==> src/rtl/down_counter_mux.sv <==
// Two-digit down counter: an 8-bit binary counter and a two-digit BCD counter run in
// lockstep from one enable, with a select that picks which one drives the display outputs.
module down_counter_mux #(
  parameter bit WRAP = 1'b1
) (
  input  logic       dcm_clk,
  input  logic       dcm_rst,
  input  logic       dcm_en,
  input  logic       dcm_load,
  input  logic [7:0] dcm_load_val,
  input  logic       dcm_select,
  output logic [7:0] dcm_out,
  output logic       dcm_borrow,
  output logic       dcm_zero
);

  logic [7:0] hex_q, hex_d;
  logic [7:0] bcd_q, bcd_d;
  logic       hex_borrow_q, hex_borrow_d;
  logic       bcd_borrow_q, bcd_borrow_d;

  function automatic logic [3:0] clamp_digit(input logic [3:0] d);
    return (d > 4'd9) ? 4'd9 : d;
  endfunction

  always_comb begin
    hex_d        = hex_q;
    hex_borrow_d = 1'b0;
    if (dcm_load) begin
      hex_d = dcm_load_val;
    end else if (dcm_en) begin
      if (hex_q == 8'h00) begin
        if (WRAP) begin
          hex_d        = 8'hFF;
          hex_borrow_d = 1'b1;
        end
      end else begin
        hex_d = hex_q - 8'd1;
      end
    end
  end

  always_comb begin
    bcd_d        = bcd_q;
    bcd_borrow_d = 1'b0;
    if (dcm_load) begin
      bcd_d = {clamp_digit(dcm_load_val[7:4]), clamp_digit(dcm_load_val[3:0])};
    end else if (dcm_en) begin
      if (bcd_q == 8'h00) begin
        if (WRAP) begin
          bcd_d        = 8'h99;
          bcd_borrow_d = 1'b1;
        end
      end else if (bcd_q[3:0] != 4'd0) begin
        bcd_d = {bcd_q[7:4], bcd_q[3:0] - 4'd1};
      end else begin
        // Ones digit underflows: borrow from tens
        bcd_d = {bcd_q[7:4] - 4'd1, 4'd9};
      end
    end
  end

  always_ff @(posedge dcm_clk or posedge dcm_rst) begin
    if (dcm_rst) begin
      hex_q        <= 8'h00;
      bcd_q        <= 8'h00;
      hex_borrow_q <= 1'b0;
      bcd_borrow_q <= 1'b0;
    end else begin
      hex_q        <= hex_d;
      bcd_q        <= bcd_d;
      hex_borrow_q <= hex_borrow_d;
      bcd_borrow_q <= bcd_borrow_d;
    end
  end

  always_comb begin
    dcm_out    = dcm_select ? bcd_q : hex_q;
    dcm_borrow = dcm_select ? bcd_borrow_q : hex_borrow_q;
    dcm_zero   = (dcm_out == 8'h00);
  end

endmodule

==> config.mk <==
export PLATFORM = sky130hd
export DESIGN_NAME = down_counter_mux
export DESIGN_NICKNAME = d
export VERILOG_FILES = /design/src/rtl/down_counter_mux.sv
export SDC_FILE = /design/constraint.sdc
export NUM_CORES = 1
export LEC_CHECK = 0
export ABC_CLOCK_PERIOD_IN_PS = 2800
export CORE_AREA = 2 2 58 60
export CTS_CLUSTER_DIAMETER = 120
export CTS_CLUSTER_SIZE = 40
export DETAILED_ROUTE_END_ITERATION = 10
export DIE_AREA = 0 0 60 62
export GPL_TIMING_DRIVEN = 0
export PLACE_DENSITY = 0.68
export RECOVER_POWER = 50
export SYNTH_ARGS = -nofsm -noshare
export SYNTH_HDL_FRONTEND = slang
export SYNTH_SLANG_ARGS = --single-unit
==> constraint.sdc <==
create_clock -name dcm_clk -period 2.8 [get_ports dcm_clk]
set_input_delay 0.84 -clock dcm_clk [delete_from_list [all_inputs] [get_ports dcm_clk]]
set_output_delay 0.84 -clock dcm_clk [all_outputs]
set_load 0.02 [all_outputs]
### After elaboration in Yosys (flattened, before gate mapping)

Index checks and enable logic that the tools add are counted.

| word-level totals | value |
|---|---|
| register bits | 18 |
| input bits | 13 |
| output and inout port bits | 10 |
| word-level logic and storage cells | 34 |

| operators by class | value |
|---|---|
| add/subtract/negate cells | 3 |
| magnitude comparators | 2 |
| eq/ne operators | 1 |
| multiplexer cells | 17 |
| reduce and logical (&&, ||, !) cells | 6 |

Operator list:

| cell | count |
|---|---|
| 8-bit 2-to-1 mux | 8 |
| 8-bit logical NOT | 3 |
| 4-bit > comparator, second input constant | 2 |
| 4-bit 2-to-1 mux | 2 |
| 4-bit by 1-bit subtractor with 4-bit output, second input constant | 2 |
| 8-bit by 1-bit subtractor with 8-bit output, second input constant | 1 |
| 1-bit 2-to-1 mux | 7 |
| 4-bit nonzero test | 1 |
| 3-bit != test, second input constant | 1 |
| 2-bit AND reduction | 1 |
| 2-bit nonzero test | 1 |

### Longest topological paths before layout

Gate-level depths: netlist of the first run.

| logic depth | value |
|---|---|
| word-level depth | 5 |
| mapped depth | 5 |

### Worst setup path after synthesis of the first run

Ideal clock, no wire load.

| timing | value |
|---|---|
| kind | input to output |
| from | input port dcm_select |
| to | output port dcm_zero |
| data arrival time | 1964 ps |
| required time | 1960 ps |
| slack | -4 ps |
| cell stages on the path | 4 |
| path buffers | 1 |
| cells stage by stage | buf_2 -> mux2_1 -> nor4_1 -> and2_1 |

| on the way | value |
|---|---|
| word-level cells in the longest chain between the ends | 2 |

Ends and longest elaborated chain:

| element | line | source |
|---|---|---|
| from (decl) | 11 | `input logic dcm_select,` |
| 8-bit 2-to-1 mux | 78 | `dcm_out = dcm_select ? bcd_q : hex_q;` |
| named net dcm_out[7] | 12 | `output logic [7:0] dcm_out,` |
| 8-bit logical NOT | 80 | `dcm_zero = (dcm_out == 8'h00);` |
| to (decl) | 14 | `output logic dcm_zero` |

The timed path passes the listed nets, and every way through them passes these cells.

### Worst setup path after layout of the first run

| timing | value |
|---|---|
| from | input port dcm_select |
| to | output port dcm_out[1] |

| on the way | value |
|---|---|
| word-level cells in the longest chain between the ends | 1 |

Ends and longest elaborated chain:

| element | line |
|---|---|
| 8-bit 2-to-1 mux | 78 |
| to (decl) | 12 |

Every way passes these cells.

==> flow_summary.ini, run 1 <==
[run_status]
status = finished, final reports clean

[logic_synthesis]
dominantRegCellSynth = dfrtp_1
ys_warn_count = 0
synth_top_family_by_area = compound AO/OA/AOI/OAI gates
synth_area_leaders = dfrtp_1 (34%), mux2_1 (5.1%), ha_1 (4.7%)
ys_ff_latch = 18
synth-simple-area-share_pct = 23.8
synth_compound_area_share_pct = 24.6
yosysTopAreaCellShare_pct = 33.9
syn-cell-area_um2 = 1330
synthAdderAreaFrac_pct = 4.71
syn_nets = 161
synthMuxAreaShare_pct = 7.63
synthTopCellsByCount = dfrtp_1 (18), inv_1 (11), nand2_1 (10), nor2_1 (9)
synth.avg_cell_area_um2 = 9.28
async_flop_share_pct = 100
netlist_instances = 143
synth_xor_xnor_area_share_pct = 0
synth_cell_types = 49
ys_seq_area_share_pct = 33.9
post-synth-top-count-cell = dfrtp_1
synth_top_cell_by_area = dfrtp_1
synth-edff-count = 0

[detailed_routing]
wl_per_cell_um = 15.8
antenna_left = 0
routed_via_density = 5.62
drcViolationCount = 0
dr.pass1.iters = 4
drt_iter0_drc = 47
num_vias = 1197
wl_um = 3370

[sta]
finalCritPeriodShare_pct = 97.9
skew_ps = 8.02
setup_tns_ps = 0
max_slew_margin_pct = 53.2
slew_viol_final = 0
finalHoldViolations = 0
finalCriticalPeriod_ps = 2740
rsz0062_at_grt = false
timing.fmax_mhz = 365
setup_viol_count_final = 0
tightest_slew_ps = 701

[grt]
grt_pass1_vias = 1120
gr-total-overflow = 0
grt_pass1_wl_um = 5630
antenna_found_initial = 0
grt.total_usage_pct = 20.8
grt_max_degree = 19

[worst_setup_path]
reg2reg_from = bcd_q[0]
start_kind = primary input
cp.arrival_ps = 1900
worstPathRequired_ps = 1960
crit_type = primary input to primary output
slowest_delay_ps = 560
critical_path.cell_chain = buf_12, mux2_1, clkdlybuf4s50_1
cp_slowest_cell = clkdlybuf4s50_1
startpoint = dcm_select
path_max_fanout = 9
setup.worst_path.end_class = primary output

[finish]
antennaDiodeCount = 0
drive_gt1_share_pct = 13.2
final_area_um2 = 1680
syn_to_final_growth_pct = 26.5
fin_cells = 213
nets = 186
final_core_util_pct = 52.8

[clock_tree]
cts_buffers = 3
clk_pin_slew_ps = 120
cts_max_level = 1
insertion_delay_ps = 310
cts_tree = yes
cts_hold_buf = 0
cts.sinks = 18
clockBufferDepth = 2
clockRootBuffer = clkbuf_4

[place]
dp_hpwl_um = 2480
dpl.cell_count = 209
post_dp_cell_area_um2 = 1590
io_buffers = 20
gp_congestion = 0.861

[floorplan]
dieArea_um2 = 3720
fp.dieW_um = 60
die_h_um = 62
pin_count = 23
core.rowCount = 21
start_util_pct = 41.8
fp.coreArea_um2 = 3180

[power_and_ir_drop]
vdd_drop_max_mv = 0.227
p_leak_nw = 0.721
powerDensity_nw_per_um2 = 461

[hold_path]
hp-class = flop to flop
min-delay-start = bcd_q[6]

[job]
cap_violations = 0
-- worst paths after layout --
kind	end	slack, ps	cells past startpoint
max in group asynchronous	hex_q[5]	1290	2
worst min register to register	bcd_borrow_q	620	2
worst max-delay path	dcm_out[1]	60	3
worst min-delay path	bcd_borrow_q	620	2
worst max register to register	bcd_q[0]	1070	5
min in group asynchronous	bcd_borrow_q	1060	2
-- per-layer routing --
layer	track usage (%)	part of all wire [%]	vias to the layer above
li1	-	-	583
met1	27.3	48	576
met2	35.7	46	31
met3	1.86	3.8	7
met4	8.25	1.7	0
met5	0	0	-
-- flip-flops by register name, indices dropped and copies added, names as in the netlist --
register	cells
bcd_borrow_q	1
hex_q	8
bcd_q	8
hex_borrow_q	1
-- what timing repair did --
| item | in CTS | in global routing |
|---|---|---|
| endpoints found under the setup margin | 9 | 1 |
| gates resized for setup | 13 | 9 |
| pin swaps | 1 | 2 |
| buffers inserted | 0 | 0 |
-- per-stage QoR --
stage	setup WS, ps	total power, mW	hold WS, ps
3_3_place_gp	-633	0.577	610
6_report	58.4	0.773	620
3_5_place_dp	-668	0.582	608
5_1_grt	11.4	0.819	677
2_1_floorplan	29.2	0.489	540
4_1_cts	10.3	0.770	628
-- layout by cell type, fill, tap and decap left out, types with 3 or more instances in the layout --
cell,synthesis,layout
ha_1,5,5
a21oi_1,6,6
dfrtp_1,18,18
and3_1,3,3
clkdlybuf4s50_1,0,17
clkbuf_1,4,6
clkbuf_4,0,3
mux2_2,3,3
nor4_4,1,3
a41o_1,3,3
nor3b_1,3,3
o21ai_1,3,3
nor2_1,9,9
o21ai_0,4,4
nor2b_1,5,5
inv_1,11,11
o31ai_1,4,4
nand2_1,10,10
mux2_4,0,4
-- area by class of cell --
class                           instances  area [um2]
Fill cell                             303        1500
Multi-Input combinational cell        107         853
Sequential cell                        18         450
Timing Repair Buffer                   20         198
Tap cell                               46        57.6
Buffer                                  7        42.5
Inverter                               11        41.3
Clock buffer                            4        36.3
-- where the power goes --
group	total (mW)	switching (mW)	internal (mW)	leakage (nW)
clock	0.173	0.0931	0.0795	0.0210
combinational	0.272	0.139	0.133	0.478
sequential	0.329	0.0431	0.286	0.221
-- worst max-delay path: cells and delay by family --
family   cells  cell delay [ps]
buf+inv      2              670
mux          1              390
-- logic make-up (layout without fill, tap and decap cells) --
| kind of cell | Yosys count | after routing |
|---|---|---|
| flip-flops | 18 | 18 |
| buffers and inverters | 18 | 42 |
| adder cells (fa/ha/maj) | 5 | 5 |
| AO/OA/AOI/OAI | 43 | 43 |
| multiplexers | 9 | 9 |
| AND/OR/NAND/NOR | 50 | 50 |
(Power assumes the default switching activity.)
==> inputs of run 2 (changes only) <==
--- a/config.mk
+++ b/config.mk
@@ -15,4 +15,5 @@
 export PLACE_DENSITY = 0.68
 export RECOVER_POWER = 50
+export SLEW_MARGIN = 10
 export SYNTH_ARGS = -nofsm -noshare
 export SYNTH_HDL_FRONTEND = slang
==> constraint.sdc (replaced) <==
create_clock -name dcm_clk -period 2.8 [get_ports dcm_clk]
set_input_delay 0.56 -clock dcm_clk [delete_from_list [all_inputs] [get_ports dcm_clk]]
set_output_delay 0.56 -clock dcm_clk [all_outputs]
set_load 0.02 [all_outputs]
==> run 2 against run 1 <==
Effect of this change: die area did not move; maximum frequency increased by 7.2%; combinational power down 6%; power decreased by 2.2%; first-iteration DRC count down 8.5%; final cell count unchanged; worst hold slack improved by 11 ps.
==> flow_summary.ini, run 2 (synthesis results as in run 1) <==
[clock_tree]
clk_pin_slew_ps = 120
insertion_delay_ps = 300
cts_hold_buf = 0
cts_tree = yes
cts.sinks = 18
cts_buffers = 3
cts_max_level = 1
clockBufferDepth = 2
clockRootBuffer = clkbuf_4

[worst_setup_path]
path_max_fanout = 8
setup.worst_path.end_class = primary output
crit_buf_inv = 1
path_delay_family = flip-flops
start_kind = flop
slowest_delay_ps = 510
crit_type = flop to primary output
startpoint = hex_q[3]
cp_slowest_cell = dfrtp_1
cp.arrival_ps = 2000
critical_path.cell_chain = mux2_1, nor4_2, and2_1, dlygate4sd2_1
reg2reg_from = hex_q[0]
worstPathRequired_ps = 2240

[floorplan]
start_util_pct = 41.8
fp.dieW_um = 60
pin_count = 23
fp.coreArea_um2 = 3180
dieArea_um2 = 3720
core.rowCount = 21
die_h_um = 62

[detailed_routing]
dr.pass1.iters = 4
antenna_left = 0
wl_um = 3550
drt_iter0_drc = 43
num_vias = 1238
wl_per_cell_um = 16.6
routed_via_density = 5.81
drcViolationCount = 0

[finish]
final_common_cell = dfrtp_1
drive_gt1_share_pct = 10.2
final_cell_mix = dfrtp_1 (18), clkdlybuf4s50_1 (17), inv_1 (11), nand2_1 (10), nor2_1 (9)
reg_top3 = bcd_q: 8 flops, hex_q: 8 flops
nets = 186
final_area_um2 = 1630
final_core_util_pct = 51.2
syn_to_final_growth_pct = 22.5
nFillCells = 318
antennaDiodeCount = 0
fin_cells = 213

[sta]
setup_tns_ps = 0
finalCritPeriodShare_pct = 91.3
finalHoldViolations = 0
max_slew_margin_pct = 53.1
finalCriticalPeriod_ps = 2560
tightest_slew_ps = 702
skew_ps = 3.40
setup_viol_count_final = 0
rsz0062_at_grt = false
timing.fmax_mhz = 391
slew_viol_final = 0

[power_and_ir_drop]
vdd_drop_max_mv = 0.269
p_leak_nw = 0.704
powerDensity_nw_per_um2 = 465

[place]
dp_hpwl_um = 2620
gp_congestion = 0.900
io_buffers = 20
post_dp_cell_area_um2 = 1590
dpl.cell_count = 209

[grt]
grt_max_degree = 19
gr-total-overflow = 0
grt_pass1_wl_um = 5910
grt.total_usage_pct = 21.4
antenna_found_initial = 0
grt_pass1_vias = 1199

[run_status]
status = finished, final reports clean

[hold_path]
min-delay-start = bcd_q[6]
hp-class = flop to flop

[job]
cap_violations = 0
-- run 2: cell types whose count changed in the layout (fill, tap and decap cells not counted), moves of 2 or more --
cell / change
clkbuf_1: -2
mux2_1: +4
buf_2: +3
mux2_4: -4
nor4_4: -2
-- run 2: final cells by class --
class / count / area, um2 / share of cell area (%)
Buffer: 7 / 30.0 / 1.85
Clock buffer: 4 / 36.3 / 2.23
Inverter: 11 / 41.3 / 2.54
Multi-Input combinational cell: 107 / 812 / 49.9
Sequential cell: 18 / 450 / 27.7
Tap cell: 46 / 57.6 / 3.54
Timing Repair Buffer: 20 / 199 / 12.2
-- run 2: worst paths after layout --
| path | slack (ps) | cells after the start | to |
|---|---|---|---|
| min in group asynchronous | 790 | 2 | bcd_q[7] |
| hold reg to reg | 630 | 2 | bcd_borrow_q |
| setup / recovery | 240 | 4 | dcm_zero |
| max in group asynchronous | 1570 | 2 | bcd_q[1] |
| setup reg to reg | 1070 | 5 | hex_q[4] |
| hold / removal | 630 | 2 | bcd_borrow_q |
-- run 2: power by group --
part | total [mW] | internal [mW] | switching (mW)
Sequential | 0.330 | 0.286 | 0.0442
Clock | 0.171 | 0.0794 | 0.0920
Combinational | 0.255 | 0.121 | 0.134
-- run 2: per-layer routing --
| layer | share of wire, % | GRT usage, % |
|---|---|---|
| met5 | 0 | 0 |
| met4 | 1.1 | 8.57 |
| met3 | 5.2 | 2.48 |
| met2 | 48 | 35.9 |
| met1 | 45 | 28.2 |
-- run 2: stage by stage --
| step | power [mW] | setup slack [ps] | hold WS (ps) |
|---|---|---|---|
| detailed placement | 0.586 | -81.9 | 617 |
| finish | 0.756 | 243 | 631 |
| global placement | 0.577 | -59.9 | 609 |
| CTS | 0.756 | 252 | 647 |
| floorplan | 0.489 | 556 | 499 |
| global route | 0.798 | 147 | 685 |
-- run 2: repair_timing --
action                                  CTS  global route
gates resized for setup                   2             0
buffers inserted                          0             0
endpoints found under the setup margin    1             0
-- run 2: worst register-to-register path, cell delays in order (launching register included) --
cell and delay [ps]:
dfrtp_1 460, inv_1 110, ha_1 180, nor3b_2 440, a211oi_2 140, o41ai_2 320
==> variant, RTL diff (config.mk and constraints of run 2) <==
Put a register stage on the output `dcm_out`, cleared by the reset. The value now appears one clock later. The other outputs are not delayed to match.
--- a/src/rtl/down_counter_mux.sv
+++ b/src/rtl/down_counter_mux.sv
@@ -15,2 +15,4 @@
 );
+
+  logic [7:0] dcm_d;
 
@@ -77,5 +79,13 @@
   always_comb begin
-    dcm_out    = dcm_select ? bcd_q : hex_q;
+    dcm_d      = dcm_select ? bcd_q : hex_q;
     dcm_borrow = dcm_select ? bcd_borrow_q : hex_borrow_q;
-    dcm_zero   = (dcm_out == 8'h00);
+    dcm_zero   = (dcm_d == 8'h00);
+  end
+
+  always_ff @(posedge dcm_clk or posedge dcm_rst) begin
+    if (dcm_rst) begin
+      dcm_out <= '0;
+    end else begin
+      dcm_out <= dcm_d;
+    end
   end
Formal check against the unedited RTL: not equivalent (Yosys sat finds a counterexample within 4 cycles, from zero or initial values and one cycle with dcm_rst high).
==> variant against run 2 <==
Synthesized area rose by 15%. Global-route usage shrank 1.9 points. Sequential cell count increased by 8. Setup slack improved by 0.050 ns. Highest routed layer unchanged. Cell area up 13%. Wire length down 3.9%. Critical endpoint unchanged. Die area unchanged. Via count is 0.32% higher. Power up 20%. Largest power group unchanged.
==> variant: results (changes against run 2) <==
Status:
- Run status: finished, final reports clean (unchanged).

Worst setup path:
- The peak fanout along the critical path came to 9 (was 8).
- The cell at the slowest stage of the critical path is sky130_fd_sc_hd__mux2_1 (was sky130_fd_sc_hd__dfrtp_1).
- The arrival time of data at the critical path endpoint is 1.95 ns (was 2.00 ns).

Logic synthesis:
- The synthesized netlist net count was 171 (was 161).
- The proportion of synthesized chip area in sequential cells is 42.7% (was 33.9%).
- Synth top area cells: sky130_fd_sc_hd__dfrtp_1 43%, sky130_fd_sc_hd__mux2_2 5.9%, sky130_fd_sc_hd__ha_1 4.1%, sky130_fd_sc_hd__inv_1 2.5%, sky130_fd_sc_hd__nor2b_1 2.5% (was sky130_fd_sc_hd__dfrtp_1 34%, sky130_fd_sc_hd__mux2_1 5.1%, sky130_fd_sc_hd__ha_1 4.7%, sky130_fd_sc_hd__inv_1 3.1%, sky130_fd_sc_hd__nand2_1 2.8%).
- The average instance area after synthesis is 9.97 um2 (was 9.28 um2).

Route:
- The met3 wire length is 149 um (was 183 um).
- The number of DRC violations after detailed-routing iteration 0 came to 39 (was 43).
- The total wirelength of the detailed-routed design is 3410 um (was 3550 um).
- The sum of routed wire segments on met1 is 1610 um (about the same).
- The via count was 1242 (was 1238).
- The met2 wire length is 1600 um (was 1710 um).

Clock tree:
- The quantity of gates resized following cts is 0 (was 2).
- The clock-pin slew on the worst setup and hold paths came to 0.14 ns (was 0.12 ns).
- The clock latency reported for the late side of the worst-skew pair is 0.33 ns (was 0.30 ns).

Final layout:
- The number of cells in the finished layout apart from fillers is 224 (was 213).
- The total number of nets in the final design is 197 (was 186).
- The layout cell share with drive strength beyond 1 is 7.30% (was 10.2%).
- Largest registers ranked by flip-flop count: bcd_q (8), dcm_out (8), hex_q (8) (was bcd_q (8), hex_q (8)).

Placement:
- The sum of net half-perimeters after detailed placement was 2570 um (was 2620 um).
- The number of buffer cells added on primary ports is 21 (was 20).
- The placer's final routability congestion estimate is 0.800 (was 0.900).

STA:
- The max-slew headroom at the worst pin is 34.1% (was 53.1%).
- The setup skew after layout was 0.00209 ns (was 0.00340 ns).

Pwr:
- The combinational share of power is 27.5% (was 33.7%).
- The maximum VDD drop is 0.000295 V (was 0.000269 V).
- The static power due to leakage is 0.796 nW (was 0.704 nW).
- The portion of total power attributed to the clock network came to 21.5% (was 22.7%).

Global routing:
- The global-route usage over all layers came to 19.5% (was 21.4%).
- The global-route met1 utilization came to 27.6% (was 28.2%).
- The maximum number of pins on one net before global-route repair is 27 (was 19).
## variant: path summary, 6_finish.rpt
path / startpoint / endpoint / slack, ns / cells past startpoint
max in group asynchronous: dcm_rst / hex_q[6]$_DFFE_PP0P_ / 1.32 / 2
setup reg to reg: bcd_q[0]$_DFFE_PP0P_ / bcd_q[4]$_DFFE_PP0P_ / 1.05 / 6
hold reg to reg: bcd_q[6]$_DFFE_PP0P_ / dcm_out[6]$_DFF_PP0_ / 0.57 / 1
hold / removal: bcd_q[6]$_DFFE_PP0P_ / dcm_out[6]$_DFF_PP0_ / 0.57 / 1
setup / recovery: dcm_select / dcm_zero / 0.29 / 5
min in group asynchronous: dcm_rst / dcm_out[4]$_DFF_PP0_ / 0.89 / 2
## variant: stage by stage
| stage | power [mW] | hold WS [ns] | utilization (%) |
|---|---|---|---|
| global route | 0.957 | 0.593 | 57.6 |
| floorplan | 0.626 | 0.513 | - |
| CTS | 0.916 | 0.577 | 57.5 |
| detailed placement | 0.725 | 0.544 | 56.4 |
| global placement | 0.716 | 0.539 | 56.4 |
| finish | 0.909 | 0.574 | 57.6 |
## variant: final cells by class
| cell class | count | area (um2) |
|---|---|---|
| clock buffer | 4 | 36.3 |
| tap | 46 | 57.6 |
| multi-input combinational | 109 | 802 |
| sequential | 26 | 651 |
| timing repair buffer | 21 | 213 |
| inverter | 10 | 37.5 |
| fill | 286 | 1350 |
| buffer | 8 | 33.8 |
## variant: logic make-up (layout without fill, tap and decap cells)
| group | count (synthesis) | count (layout) | share of synthesized area (%) |
|---|---|---|---|
| AOI/OAI and AO/OA | 44 | 44 | 20.8 |
| muxes | 9 | 9 | 6.64 |
| and+or+nand+nor | 51 | 51 | 21.1 |
| DFF | 26 | 26 | 42.7 |
| buffers and inverters | 18 | 43 | 4.76 |
| adders and majority gates | 5 | 5 | 4.10 |
